--- config.mk ---
export PLATFORM = sky130hd
export DESIGN_NAME = reg_dump_flat
export DESIGN_NICKNAME = d
export VERILOG_FILES = /design/src/rtl/reg_dump_pkg.sv /design/src/rtl/reg_dump_if.sv /design/src/rtl/reg_dump_word_serializer.sv /design/src/rtl/reg_dump.sv /design/src/flat_wrapper.sv
export SDC_FILE = /design/constraint.sdc
export NUM_CORES = 1
export LEC_CHECK = 0
export BUFFER_PORTS_ARGS = -buffer_cell sky130_fd_sc_hd__buf_2
export CORE_MARGIN = 2
export CORE_UTILIZATION = 25
export CTS_BUF_LIST = sky130_fd_sc_hd__clkbuf_8
export CTS_CLUSTER_SIZE = 14
export DETAILED_ROUTE_END_ITERATION = 12
export PLACE_DENSITY = 0.43
export SLEW_MARGIN = 5
export SYNTH_ARGS = -nofsm -noshare
export SYNTH_HDL_FRONTEND = slang
export SYNTH_HIERARCHICAL = 1
export SYNTH_SLANG_ARGS = --single-unit
--- constraint.sdc ---
create_clock -name clk -period 4 [get_ports clk]
set_input_delay 0.2 -clock clk [delete_from_list [all_inputs] [get_ports clk]]
set_output_delay 0.2 -clock clk [all_outputs]
set_load 0.03 [all_outputs]
--- src/rtl/reg_dump_pkg.sv ---
`default_nettype none
// +----------------------------------------------------------------------------+
// | reg_dump_pkg                                                               |
// | Shared constants, state encodings and helpers for the register dump engine |
// | Rev 1.0                                                                    |
// +----------------------------------------------------------------------------+
package reg_dump_pkg;

   typedef logic [2:0] state_t;

   localparam int         c_NREGS          = 32;
   localparam int         c_SEL_W          = 5;
   localparam logic [7:0] c_HDR_BYTE       = 8'hA5;
   localparam int         c_BYTES_PER_WORD = 4;

   localparam state_t c_ST_IDLE = 3'd0;
   localparam state_t c_ST_HDR  = 3'd1;
   localparam state_t c_ST_SEL  = 3'd2;
   localparam state_t c_ST_SEND = 3'd3;
   localparam state_t c_ST_SUM  = 3'd4;
   localparam state_t c_ST_DONE = 3'd5;

   function automatic logic [7:0] msb_byte(input logic [31:0] i_word);
      return i_word[31:24];
   endfunction

endpackage
`default_nettype wire

--- src/rtl/reg_dump_if.sv ---
`default_nettype none
// +----------------------------------------------------------------------------+
// | reg_dump_if                                                                |
// | Valid/ready byte stream from the dump engine to its sink                   |
// | Rev 1.0                                                                    |
// +----------------------------------------------------------------------------+
interface reg_dump_if;
   logic [7:0] tx_data;
   logic       tx_valid;
   logic       tx_ready;

   modport master (output tx_data, output tx_valid, input tx_ready);
   modport slave  (input tx_data, input tx_valid, output tx_ready);
endinterface
`default_nettype wire

--- src/rtl/reg_dump_word_serializer.sv ---
`default_nettype none
// +----------------------------------------------------------------------------+
// | reg_dump_word_serializer                                                   |
// | Holds one captured 32-bit word and presents it MSB-first a byte at a time  |
// | Rev 1.0                                                                    |
// +----------------------------------------------------------------------------+
module reg_dump_word_serializer
   import reg_dump_pkg::*;
(
   input  wire logic        clk,
   input  wire logic        rstn,
   input  wire logic        i_load,
   input  wire logic [31:0] i_word,
   input  wire logic        i_adv,
   output logic      [7:0]  o_byte,
   output logic             o_last
);
   logic [31:0] r_shift;
   logic [2:0]  r_bcnt;

   always_ff @(posedge clk or negedge rstn) begin
      if (!rstn) begin
         r_shift <= '0;
         r_bcnt  <= '0;
      end else if (i_load) begin
         r_shift <= i_word;
         r_bcnt  <= '0;
      end else if (i_adv) begin
         r_shift <= {r_shift[23:0], 8'h00};
         r_bcnt  <= r_bcnt + 3'd1;
      end
   end

   assign o_byte = msb_byte(r_shift);
   assign o_last = (r_bcnt == 3'(c_BYTES_PER_WORD - 1));

endmodule
`default_nettype wire

--- src/rtl/reg_dump.sv ---
`default_nettype none
// +----------------------------------------------------------------------------+
// | reg_dump                                                                   |
// | Walks reg_sel over the register file and streams header, words, checksum   |
// | Rev 1.0                                                                    |
// +----------------------------------------------------------------------------+
module reg_dump
   import reg_dump_pkg::*;
#(
   parameter int         NREGS    = c_NREGS,
   parameter int         SEL_W    = c_SEL_W,
   parameter logic [7:0] HDR_BYTE = c_HDR_BYTE
) (
   input  wire logic             clk,
   input  wire logic             rstn,
   input  wire logic             start,
   output logic                  busy,
   output logic                  done,
   output logic      [SEL_W-1:0] reg_sel,
   input  wire logic [31:0]      reg_data,
   reg_dump_if.master            tx
);
   state_t           r_state;
   state_t           w_next;
   logic [SEL_W-1:0] r_idx;
   logic [SEL_W-1:0] r_reg_sel;
   logic [7:0]       r_csum;
   logic [7:0]       w_byte;
   logic             w_last_byte;
   logic             w_last_reg;
   logic             w_xfer;
   logic             w_adv;
   logic             w_tx_valid;
   logic [7:0]       w_tx_data;

   assign w_xfer     = w_tx_valid && tx.tx_ready;
   assign w_adv      = (r_state == c_ST_SEND) && w_xfer;
   assign w_last_reg = (r_idx == SEL_W'(NREGS - 1));

   reg_dump_word_serializer u_ser (
      .clk    (clk),
      .rstn   (rstn),
      .i_load (r_state == c_ST_SEL),
      .i_word (reg_data),
      .i_adv  (w_adv),
      .o_byte (w_byte),
      .o_last (w_last_byte)
   );

   always_ff @(posedge clk or negedge rstn) begin
      if (!rstn) r_state <= c_ST_IDLE;
      else       r_state <= w_next;
   end

   always_comb begin
      w_next = r_state;
      case (r_state)
         c_ST_IDLE: if (start)  w_next = c_ST_HDR;
         c_ST_HDR:  if (w_xfer) w_next = c_ST_SEL;
         c_ST_SEL:              w_next = c_ST_SEND;
         c_ST_SEND: if (w_adv && w_last_byte) w_next = w_last_reg ? c_ST_SUM : c_ST_SEL;
         c_ST_SUM:  if (w_xfer) w_next = c_ST_DONE;
         c_ST_DONE:             w_next = c_ST_IDLE;
         default:               w_next = c_ST_IDLE;
      endcase
   end

   // Outputs decode from registered state only, so tx_valid never follows tx_ready.
   always_comb begin
      w_tx_valid = 1'b0;
      w_tx_data  = 8'h00;
      busy       = (r_state != c_ST_IDLE);
      done       = (r_state == c_ST_DONE);
      case (r_state)
         c_ST_HDR:  begin w_tx_valid = 1'b1; w_tx_data = HDR_BYTE; end
         c_ST_SEND: begin w_tx_valid = 1'b1; w_tx_data = w_byte;   end
         c_ST_SUM:  begin w_tx_valid = 1'b1; w_tx_data = r_csum;   end
         default:   ;
      endcase
   end

   assign tx.tx_valid = w_tx_valid;
   assign tx.tx_data  = w_tx_data;
   assign reg_sel     = r_reg_sel;

   always_ff @(posedge clk or negedge rstn) begin
      if (!rstn) begin
         r_idx     <= '0;
         r_reg_sel <= '0;
         r_csum    <= '0;
      end else if (r_state == c_ST_IDLE) begin
         r_idx     <= '0;
         r_reg_sel <= '0;
         r_csum    <= '0;
      end else if (w_adv) begin
         r_csum <= r_csum ^ w_byte;
         if (w_last_byte && !w_last_reg) begin
            r_idx     <= r_idx + 1'b1;
            r_reg_sel <= r_idx + 1'b1;
         end
      end
   end

endmodule
`default_nettype wire

--- src/flat_wrapper.sv ---
// flat-port wrapper written by rule: the top's interface ports become plain ports
module reg_dump_flat import reg_dump_pkg::*;
#(
   parameter int         NREGS    = c_NREGS,
   parameter int         SEL_W    = c_SEL_W,
   parameter logic [7:0] HDR_BYTE = c_HDR_BYTE
)
  (clk, rstn, start, busy, done, reg_sel, reg_data, tx_tx_data, tx_tx_valid, tx_tx_ready);
  reg_dump_if tx_i ();
  input  wire logic clk;
  input  wire logic rstn;
  input  wire logic start;
  output logic busy;
  output logic done;
  output logic      [SEL_W-1:0] reg_sel;
  input  wire logic [31:0] reg_data;
  output wire logic [$bits(tx_i.tx_data)-1:0] tx_tx_data;
  output wire logic [$bits(tx_i.tx_valid)-1:0] tx_tx_valid;
  input wire logic [$bits(tx_i.tx_ready)-1:0] tx_tx_ready;
  assign tx_tx_data = tx_i.tx_data;
  assign tx_tx_valid = tx_i.tx_valid;
  assign tx_i.tx_ready = tx_tx_ready;
  reg_dump #(.NREGS(NREGS), .SEL_W(SEL_W), .HDR_BYTE(HDR_BYTE)) u_core (.clk(clk), .rstn(rstn), .start(start), .busy(busy), .done(done), .reg_sel(reg_sel), .reg_data(reg_data), .tx(tx_i));
endmodule
Yosys cells after proc, flatten, opt, wreduce, memory -nomap -nowiden
Cells that the tools add are included. W data, S select, Z words.

Bits in registers: 51. Input port bits: 36. Output and inout bits: 16. Logic and storage cells: 49.

Add/sub/neg operators: 2. Equality and inequality tests: 11. Mux-type cells: 17. Bitwise gates (word level): 1. Reductions and logical operators: 13.

Operators by type and width (number): $mux W32 (2); $pmux W8 S3 (1); $mux W3 (7); $mux W8 (2); $mux W5 (3); $pmux W3 S5 (1); $eq A3 B2 Y1 const B (3); $xor A8 B8 Y8 (1); $eq A3 B3 Y1 const B (2); $reduce_bool A2 Y1 (3); $add A5 B1 Y5 const B (1); $eq A5 B5 Y1 const B (1); $logic_and A1 B1 Y1 (4); $ne A2 B1 Y1 const B (2); $ne A2 B2 Y1 const B (2); $reduce_and A4 Y1 (1); $add A3 B1 Y3 const B (1); $eq A3 B1 Y1 const B (1); $logic_not A3 Y1 (1); $reduce_bool A3 Y1 (1); $reduce_or A3 Y1 (1); $reduce_and A2 Y1 (1); $logic_not A1 Y1 (1); $mux W1 (1).

Logic depth before layout (Yosys ltp)
Gate-level depths: netlist of run 1.

Depth in word-level cells: 8. Depth in mapped cells: 7. Gate-level depth less buffers: 6.

Modules after synthesis
The synthesis of run 1 kept the hierarchy.

Modules (own cells, without submodules): reg_dump_word_serializer (times used 1, cells each 159, area each 1676.6 µm², seq. area each 875.8 µm²); reg_dump (times used 1, cells each 106, area each 969.7 µm², seq. area each 400.4 µm²).

Worst setup path before layout of run 1
OpenSTA, ideal clock, no wires.

Kind: register -> register. Start: reg, netlist name u_core/reg_sel[0]. End: reg u_core.r_reg_sel[3], in the netlist u_core/reg_sel[3]. Library setup time: 77 ps. Data arrival time: 1931 ps. Data required time: 3923 ps. Path slack: 1992 ps. Cell stages (with the launch flop): 7. Path buffers: 0. Period minus slack after synthesis: 2008 ps. Path through: dfrtp_1 -> ha_1 -> and3_1 -> ha_1 -> nand3b_1 -> or4_1 -> a21oi_1.

RTL lines: to (signal assigned) (line reg_dump.sv:99) `r_reg_sel <= r_idx + 1'b1;`; to (decl) (line reg_dump.sv:26) `logic [SEL_W-1:0] r_reg_sel;`.

Final worst setup path of run 1
Start: reg u_core.r_state[0]. End: out tx_tx_data[2].

Word-level cells in the longest chain between the ends: 2. Elaborated cells on any way between the ends: 4. Those cells by class: eq/ne (3); mux (1).

Ends and longest elaborated chain: from (decl) (line reg_dump.sv:23) `state_t r_state;`; from (signal assigned) (line reg_dump.sv:51) `if (!rstn) r_state <= c_ST_IDLE;`; from (signal assigned) (line reg_dump.sv:52) `else r_state <= w_next;`; $eq A3 B3 Y1 (tied with other cells) (line reg_dump.sv:74) `case (r_state)`; $pmux W8 S3 * (line reg_dump.sv:74); to (decl) (line flat_wrapper.sv:17) `output wire logic [$bits(tx_i.tx_data)-1:0] tx_tx_data;`.

Mark *: on every way between the ends. The rest lies on a longest branch, timed or not.

==> summary.md, run 1 <==
| Metric | Value |
|---|---|
| RSZ-0062 raised after global routing | `false` |
| Max Used Layer | `met4` |
| Final Max Slew Viols | `0` |
| IO buf count | `around 50` |
| CTS root buf | `clkbuf_8` |
| Post-DR wirelength/cell | `about 13 um` |
| Slowest cell on the critical path | `dfrtp_1` |
| Worst r2r src | `u_core/reg_sel[0]` |
| Clk_lat worst skew | `300 ps` |
| Crit path buf inv count | `1` |
| Clock skew | `9.03 ps` |
| Yosys warning count | `6` |
| EDFF count, synth | `0` |
| DR pass1 iterations | `4` |
| R2r setup slk | `~2000 ps` |
| Placed Area | `a little under 3000 um2` |
| Cell Area, Synth | `2650 um2` |
| Mean Syn Cell Area | `about 10 um2` |
| Worst slew pin tran | `approximately 660 ps` |
| DRC Markers | `0` |
| Crit end category | `primary output` |
| M1 WL | `approximately 3000 um` |
| Relative slew slack | `56.1%` |
| Post-CTS sizing | `0` |
| Setup tns final | `0 ps` |
| Post-DP HPWL | `3810 um` |
| DP Worst Slack | `approximately 2000 ps` |
| Critical-path cell list | `nor2b_1, a21oi_1, o21ai_1, buf_2` |
| Vias in the first global route | `roughly 1,800` |
| Post-Synthesis Cells | `265` |
| # diodes | `0` |
| First-pass GRT wire length | `about 9700 um` |
| Worst EP arrival | `between 1500 and 2000 ps` |
| Largest net degree at the start of global routing | `68` |
| P_leak | `1.47 nW` |
| Fin crit period | `approximately 2200 ps` |
| Status | `finished, final reports clean` |
| Final nets | `341` |
| Die W | `between 100 and 150 um` |
| Maximum vdd drop | `approximately 0.18 mV` |
| DR vias | `approximately 1,900` |
| Filler Cells Inserted | `between 1,000 and 1,500` |
| Clock Path Buffers | `2` |
| Ys async rst share | `between 90% and 100%` |
| # placed instances | `~430` |
| Commonest register cell after synthesis | `dfrtp_1` |
| Worst setup slack after layout | `roughly 1800 ps` |
| CP max stage delay | `630 ps` |
| Worst R2R End | `u_core/reg_sel[3]` |
| Worst hold path depth | `3` |
| CP Max Fanout | `13` |
| P&R area growth vs syn | `13.6%` |
| F_max | `between 400 and 500 MHz` |
| Synth cell count leaders | `nand2_1, dfrtp_1, mux2i_1` |
| Layout cells sized above 1 | `between 20% and 30%` |
| Critical Path Start Type | `flip-flop` |
| Cell taking the most area after synthesis | `dfrtp_1` |
| Max-cap violations | `0` |
| Final count of hold timing violations | `0` |
| Setup CP Type | `reg2out` |
| Pwr Density | `around 560 nW/um2` |
| Seq/Total Area, Yosys | `around half` |
| I/O pins | `52` |
| Cell row count | `37` |
| Total gr overflow | `0` |
| All-Layer GR Usage | `a little over a tenth` |
| CTS clk-pin slew, worst paths | `100 ps` |
| Post-route cell area | `approximately 3000 um2` |
| CTS Buf Count | `5` |
| Non-Filler Instances | `approximately 440` |
| Initial DRC count | `68` |
| Met2 WL post-DR | `between 2000 and 2500 um` |
| Most frequent cell after synthesis | `nand2_1` |
| Effective utilization at floorplan | `25.6%` |
| CP top delay family | `flip-flops` |
| Worst-case hold path end point | `u_core/u_ser/r_shift[20]` |
| Final setup viols | `0` |
| Vias per inst | `4.37` |
| Synth Net Count | `305` |
| Yosys top cell area share | `48.2%` |
| Antenna violations before repair | `0` |
| Final Cycle Share | `between 50% and 60%` |
| WP data required | `3800 ps` |
| Final Routed Wirelength | `approximately 5700 um` |
| # Post-CTS Setup Buffers | `0` |
| Min-delay worst type | `in2reg` |
| Clk sink count | `between 50 and 60` |
| DIE HEIGHT | `~110 um` |
| Gp weighted congestion | `approximately 0.7` |
| Top area cells in the synthesized netlist | `dfrtp_1, mux2i_1, nand2_1` |
| Synth unique cells | `42` |
| H-tree Lvls | `2` |
| CORE AREA | `roughly 10,000 um2` |
| Total power draw | `~1.7 mW` |
| Post-route ant nets | `0` |
| Cell count of the worst reg-to-reg path | `6` |
| Die Footprint | `11,400 um2` |
| Synth Register Bits | `51` |
| Hold Startpoint | `reg_data[20]` |
| CTS tree | `done` |
| WL met3 | `~300 um` |
routing by layer:
| layer | GRT usage [%] | vias to the layer above |
|---|---|---|
| li1 | - | 976 |
| met2 | 15.2 | 53 |
| met1 | 16.1 | 882 |
| met3 | 2.61 | 2 |
| met5 | 0 | - |
| met4 | 3.06 | 0 |
tightest hold or removal path, stage by stage:
cell and delay [ps]:
buf_2 70, nand2_1 40, o21ai_0 50
through the flow:
stage               utilization [%]  hold slack, ps
floorplan                         -           -95.6
global placement               28.1             166
detailed placement             28.1             160
CTS                            29.1            80.3
global route                   29.1            88.3
finish                         29.1            89.4
cells by family after synthesis:
logic type / Yosys count / share of synthesized area [%]
AO/OA/AOI/OAI: 60 / 13.0
XOR/XNOR: 1 / 0.331
adder cells (fa/ha/maj): 4 / 1.89
buffers and inverters: 29 / 7.90
flip-flops: 51 / 48.2
multiplexers: 33 / 12.5
AND/OR/NAND/NOR: 87 / 16.2
flip-flops by register name, summed over array words and instances, names as in the netlist:
register and cells:
u_core/reg_sel 5, u_core/u_ser/r_bcnt 3, u_core/r_state 3, u_core/r_csum 8, u_core/u_ser/r_shift 32
worst max path at each step:
stage | startpoint | to | slack (ps) | cells past startpoint
finish | u_core/r_state[0] | tx_tx_data[2] | 1830 | 4
global route | u_core/r_state[2] | tx_tx_data[1] | 1620 | 4
CTS | u_core/r_state[2] | tx_tx_data[1] | 1780 | 4
detailed placement | u_core/reg_sel[0] | u_core/reg_sel[3] | 2020 | 6
global placement | u_core/r_state[1] | u_core/u_ser/r_shift[22] | 2060 | 4
floorplan | u_core/reg_sel[0] | u_core/reg_sel[3] | 1990 | 6
placed cells by master, fill, tap and decap left out, drive strengths merged:
cell type | synthesis | routed
a211o | 1 | 1
a211oi | 2 | 2
a21oi | 10 | 10
a22o | 4 | 4
a32oi | 1 | 1
a41o | 1 | 1
and2b | 1 | 1
and3 | 1 | 1
and3b | 2 | 2
and4 | 1 | 1
and4b | 1 | 1
buf | 23 | 54
clkbuf | 3 | 5
clkinv | 0 | 1
clkinvlp | 0 | 1
dfrtp | 51 | 51
dlygate4sd3 | 0 | 1
ha | 4 | 4
inv | 3 | 4
mux2i | 33 | 33
nand2 | 53 | 53
nand2b | 9 | 9
nand3 | 4 | 4
nand3b | 2 | 2
nand4 | 1 | 1
nor2 | 4 | 4
nor2b | 2 | 2
nor3 | 2 | 2
nor3b | 1 | 1
o21a | 1 | 1
o21ai | 39 | 39
o31ai | 1 | 1
or2 | 1 | 1
or3 | 1 | 1
or4 | 1 | 1
xnor2 | 1 | 1
report_power, final:
group,switching [mW],internal [mW]
Clock,0.187,0.127
Sequential,0.134,0.696
Combinational,0.306,0.224
Total,0.627,1.05
cell type report:
type	count	area [um2]	area share, %
clock buffers	5	68.8	2.29
clock inverters	3	23.8	0.791
inverters	3	11.3	0.375
multi-input cells	185	1170	38.8
flip-flops and latches	51	1280	42.5
well taps	136	170	5.66
repair buffers	55	288	9.58
repair_timing:
action | 4_1_cts | 5_1_grt
endpoints found under the hold margin | 15 | 0
setup endpoints to repair | 0 | 0
hold buffers | 1 | 0
No activity file was read; power rests on OpenSTA's default activity.
==> inputs of run 2 (changes only) <==
- PLACE_DENSITY: 0.43 -> 0.45
- clock period: 4 -> 1.95 ns (I/O delays scaled with it)
==> summary.md, run 2 (synthesis results as in run 1) <==
| Metric | Value |
|---|---|
| Status | `finished, final reports clean` |
| Slowest cell on the critical path | `dfrtp_2` |
| Total gr overflow | `0 (unchanged)` |
| Non-Filler Instances | `462 (+5.5%)` |
| Post-DP HPWL | `3830 um (+0.56%)` |
| H-tree Lvls | `2 (unchanged)` |
| Initial DRC count | `49 (-28%)` |
| Final Max Slew Viols | `0 (unchanged)` |
| Clk sink count | `51 (unchanged)` |
| Min-delay worst type | `in2reg` |
| WP data required | `2180 ps (-1620 ps)` |
| Hold Startpoint | `reg_data[23]` |
| # diodes | `0 (unchanged)` |
| Effective utilization at floorplan | `25.6% (unchanged)` |
| DR vias | `2,006 (+4.9%)` |
| Post-DR wirelength/cell | `12.7 um (-2.6%)` |
| Max reg flops | `32 (unchanged)` |
| Die Footprint | `11,400 um2 (unchanged)` |
| R2r setup slk | `90 ps (-1910 ps)` |
| Worst hold path depth | `3 (unchanged)` |
| CTS clk-pin slew, worst paths | `100 ps (about the same)` |
| RSZ-0062 raised after global routing | `false` |
| CTS Buf Count | `5 (unchanged)` |
| Worst-case hold path end point | `u_core/u_ser/r_shift[23]` |
| Worst r2r src | `u_core/reg_sel[0]` |
| CP Max Fanout | `5 (-8)` |
| Final nets | `365 (+7.0%)` |
| Commonest cells after routing, fill and taps aside | `nand2_1, buf_2, dfrtp_1, mux2i_1, o21ai_1` |
| Vias per inst | `4.34 (-0.59%)` |
| Critical Path Start | `u_core/reg_sel[0]` |
| Post-route cell area | `3280 um2 (+9.1%)` |
| GRT busiest layer | `met2` |
| IO buf count | `51 (unchanged)` |
| Cell count of the worst reg-to-reg path | `7 (+1)` |
| Setup tns final | `0 ps (unchanged)` |
| Clk_lat worst skew | `310 ps (about the same)` |
| I/O pins | `52 (unchanged)` |
| Setup CP Type | `reg2reg` |
| Routing usage on met1 | `15.3% (-0.73 points)` |
| First-pass GRT wire length | `9850 um (+1.9%)` |
| Clock skew | `15.1 ps (+6.08 ps)` |
| Worst R2R End | `u_core/reg_sel[0]` |
| DIE HEIGHT | `107 um (unchanged)` |
| CP max stage delay | `440 ps (-190 ps)` |
| Util after Layout | `31.8% (+2.7 points)` |
| Met2 GRT Util | `16.4% (+1.1 points)` |
| Maximum vdd drop | `0.468 mV (+170%)` |
| Die W | `107 um (unchanged)` |
| # placed instances | `434 (+1.2%)` |
| Post-route ant nets | `0 (unchanged)` |
| CTS tree | `done` |
| Met3 Resource Use GR | `3.40% (+0.79 points)` |
| Critical Path Start Type | `flip-flop` |
| Max-cap violations | `0 (unchanged)` |
| Relative slew slack | `77.4% (+21 points)` |
| Final setup viols | `0 (unchanged)` |
| CTS root buf | `clkbuf_8` |
| CP top delay family | `simple AND/OR/NAND/NOR gates` |
| Critical-path cell list | `ha_2, and3_1, ha_2, nand3b_1, buf_4, or3_1, a21oi_1` |
| Largest net degree at the start of global routing | `68 (unchanged)` |
| Layout cells sized above 1 | `24.8% (+2.0 points)` |
| Commonest non-fill, non-tap cell in the layout | `nand2_1` |
| Worst slew pin tran | `338 ps (-320 ps)` |
| Crit path buf inv count | `1 (unchanged)` |
| Final count of hold timing violations | `0 (unchanged)` |
| # Post-CTS Setup Buffers | `0 (unchanged)` |
| Gp weighted congestion | `0.724 (+0.88%)` |
| Final Routed Wirelength | `5850 um (+2.7%)` |
| Antenna violations before repair | `0 (unchanged)` |
| Worst EP arrival | `2090 ps (+120 ps)` |
| Vias in the first global route | `1,997 (+8.0%)` |
| All-Layer GR Usage | `10.9% (+0.12 points)` |
| Placed Area | `2980 um2 (+2.8%)` |
| DR pass1 iterations | `4 (unchanged)` |
| Crit end category | `flip-flop` |
| Crit path top cell by count | `ha_2` |
| Largest Register | `u_core/u_ser/r_shift` |
| F_max | `between 500 and 600 MHz` |
| Final Cycle Share | `between 90% and 100%` |
| CORE AREA | `10,300 um2 (unchanged)` |
| Cell row count | `37 (unchanged)` |
| P&R area growth vs syn | `23.9%` |
| Clock Path Buffers | `2 (unchanged)` |
| Fin crit period | `1860 ps` |
| Pwr Density | `1060 nW/um2 (+91%)` |
| P_leak | `1.57 nW (+7.1%)` |
| DRC Markers | `0 (unchanged)` |
## run 2: cell types whose count changed in the layout (fill, tap and decap cells not counted), moves of 2 or more
cell,previous run,this run
dlygate4sd3_1,1,20
dfrtp_1,51,46
dfrtp_2,0,5
buf_12,0,3
buf_4,3,5
ha_1,4,2
ha_2,0,2
## run 2: worst max path at each step
stage,end,slack (ps),cells past startpoint
CTS,tx_tx_data[1],9,4
global placement,u_core/reg_sel[3],110,6
detailed placement,u_core/reg_sel[0],80,7
global route,u_core/reg_sel[0],5,7
finish,u_core/reg_sel[0],90,7
floorplan,u_core/reg_sel[3],20,6
## run 2: area by class of cell
class	instances	area (um2)
fill	1084	7040
sequential	51	1280
multi-input combinational	185	1170
timing repair buffer	79	553
tap	136	170
clock buffer	5	68.8
clock inverter	3	20.0
inverter	3	11.3
## run 2: layer usage
metal,routed length [um],share of wire [%]
met1,3000,51
met4,31,0.53
met3,312,5.3
met2,2500,43
met5,0,0
## run 2: timing repair
action,in CTS,in global routing
hold endpoints to repair,70,0
resized for setup,1,4
hold buffers,20,0
endpoints found under the setup margin,3,8
## run 2: through the flow
step / hold WS [ps] / power (mW) / setup WS (ps)
2_1_floorplan: -198 / 2.60 / 19.5
3_3_place_gp: 121 / 2.83 / 106
3_5_place_dp: 123 / 2.88 / 82.8
4_1_cts: 0.0518 / 3.54 / 9.12
5_1_grt: 1.36 / 3.77 / 5.27
6_report: 3.32 / 3.49 / 87.4
## run 2: power breakdown
part	switching, mW	leakage (nW)	total, mW	internal [mW]
Sequential	0.269	0.657	1.70	1.43
Clock	0.373	0.0460	0.627	0.254
Combinational	0.647	0.871	1.16	0.512
Total	1.29	1.57	3.49	2.20
## run 2: worst min-delay path, stage by stage
cell and delay, ps:
buf_2 80, nand2_1 50, o21ai_0 60
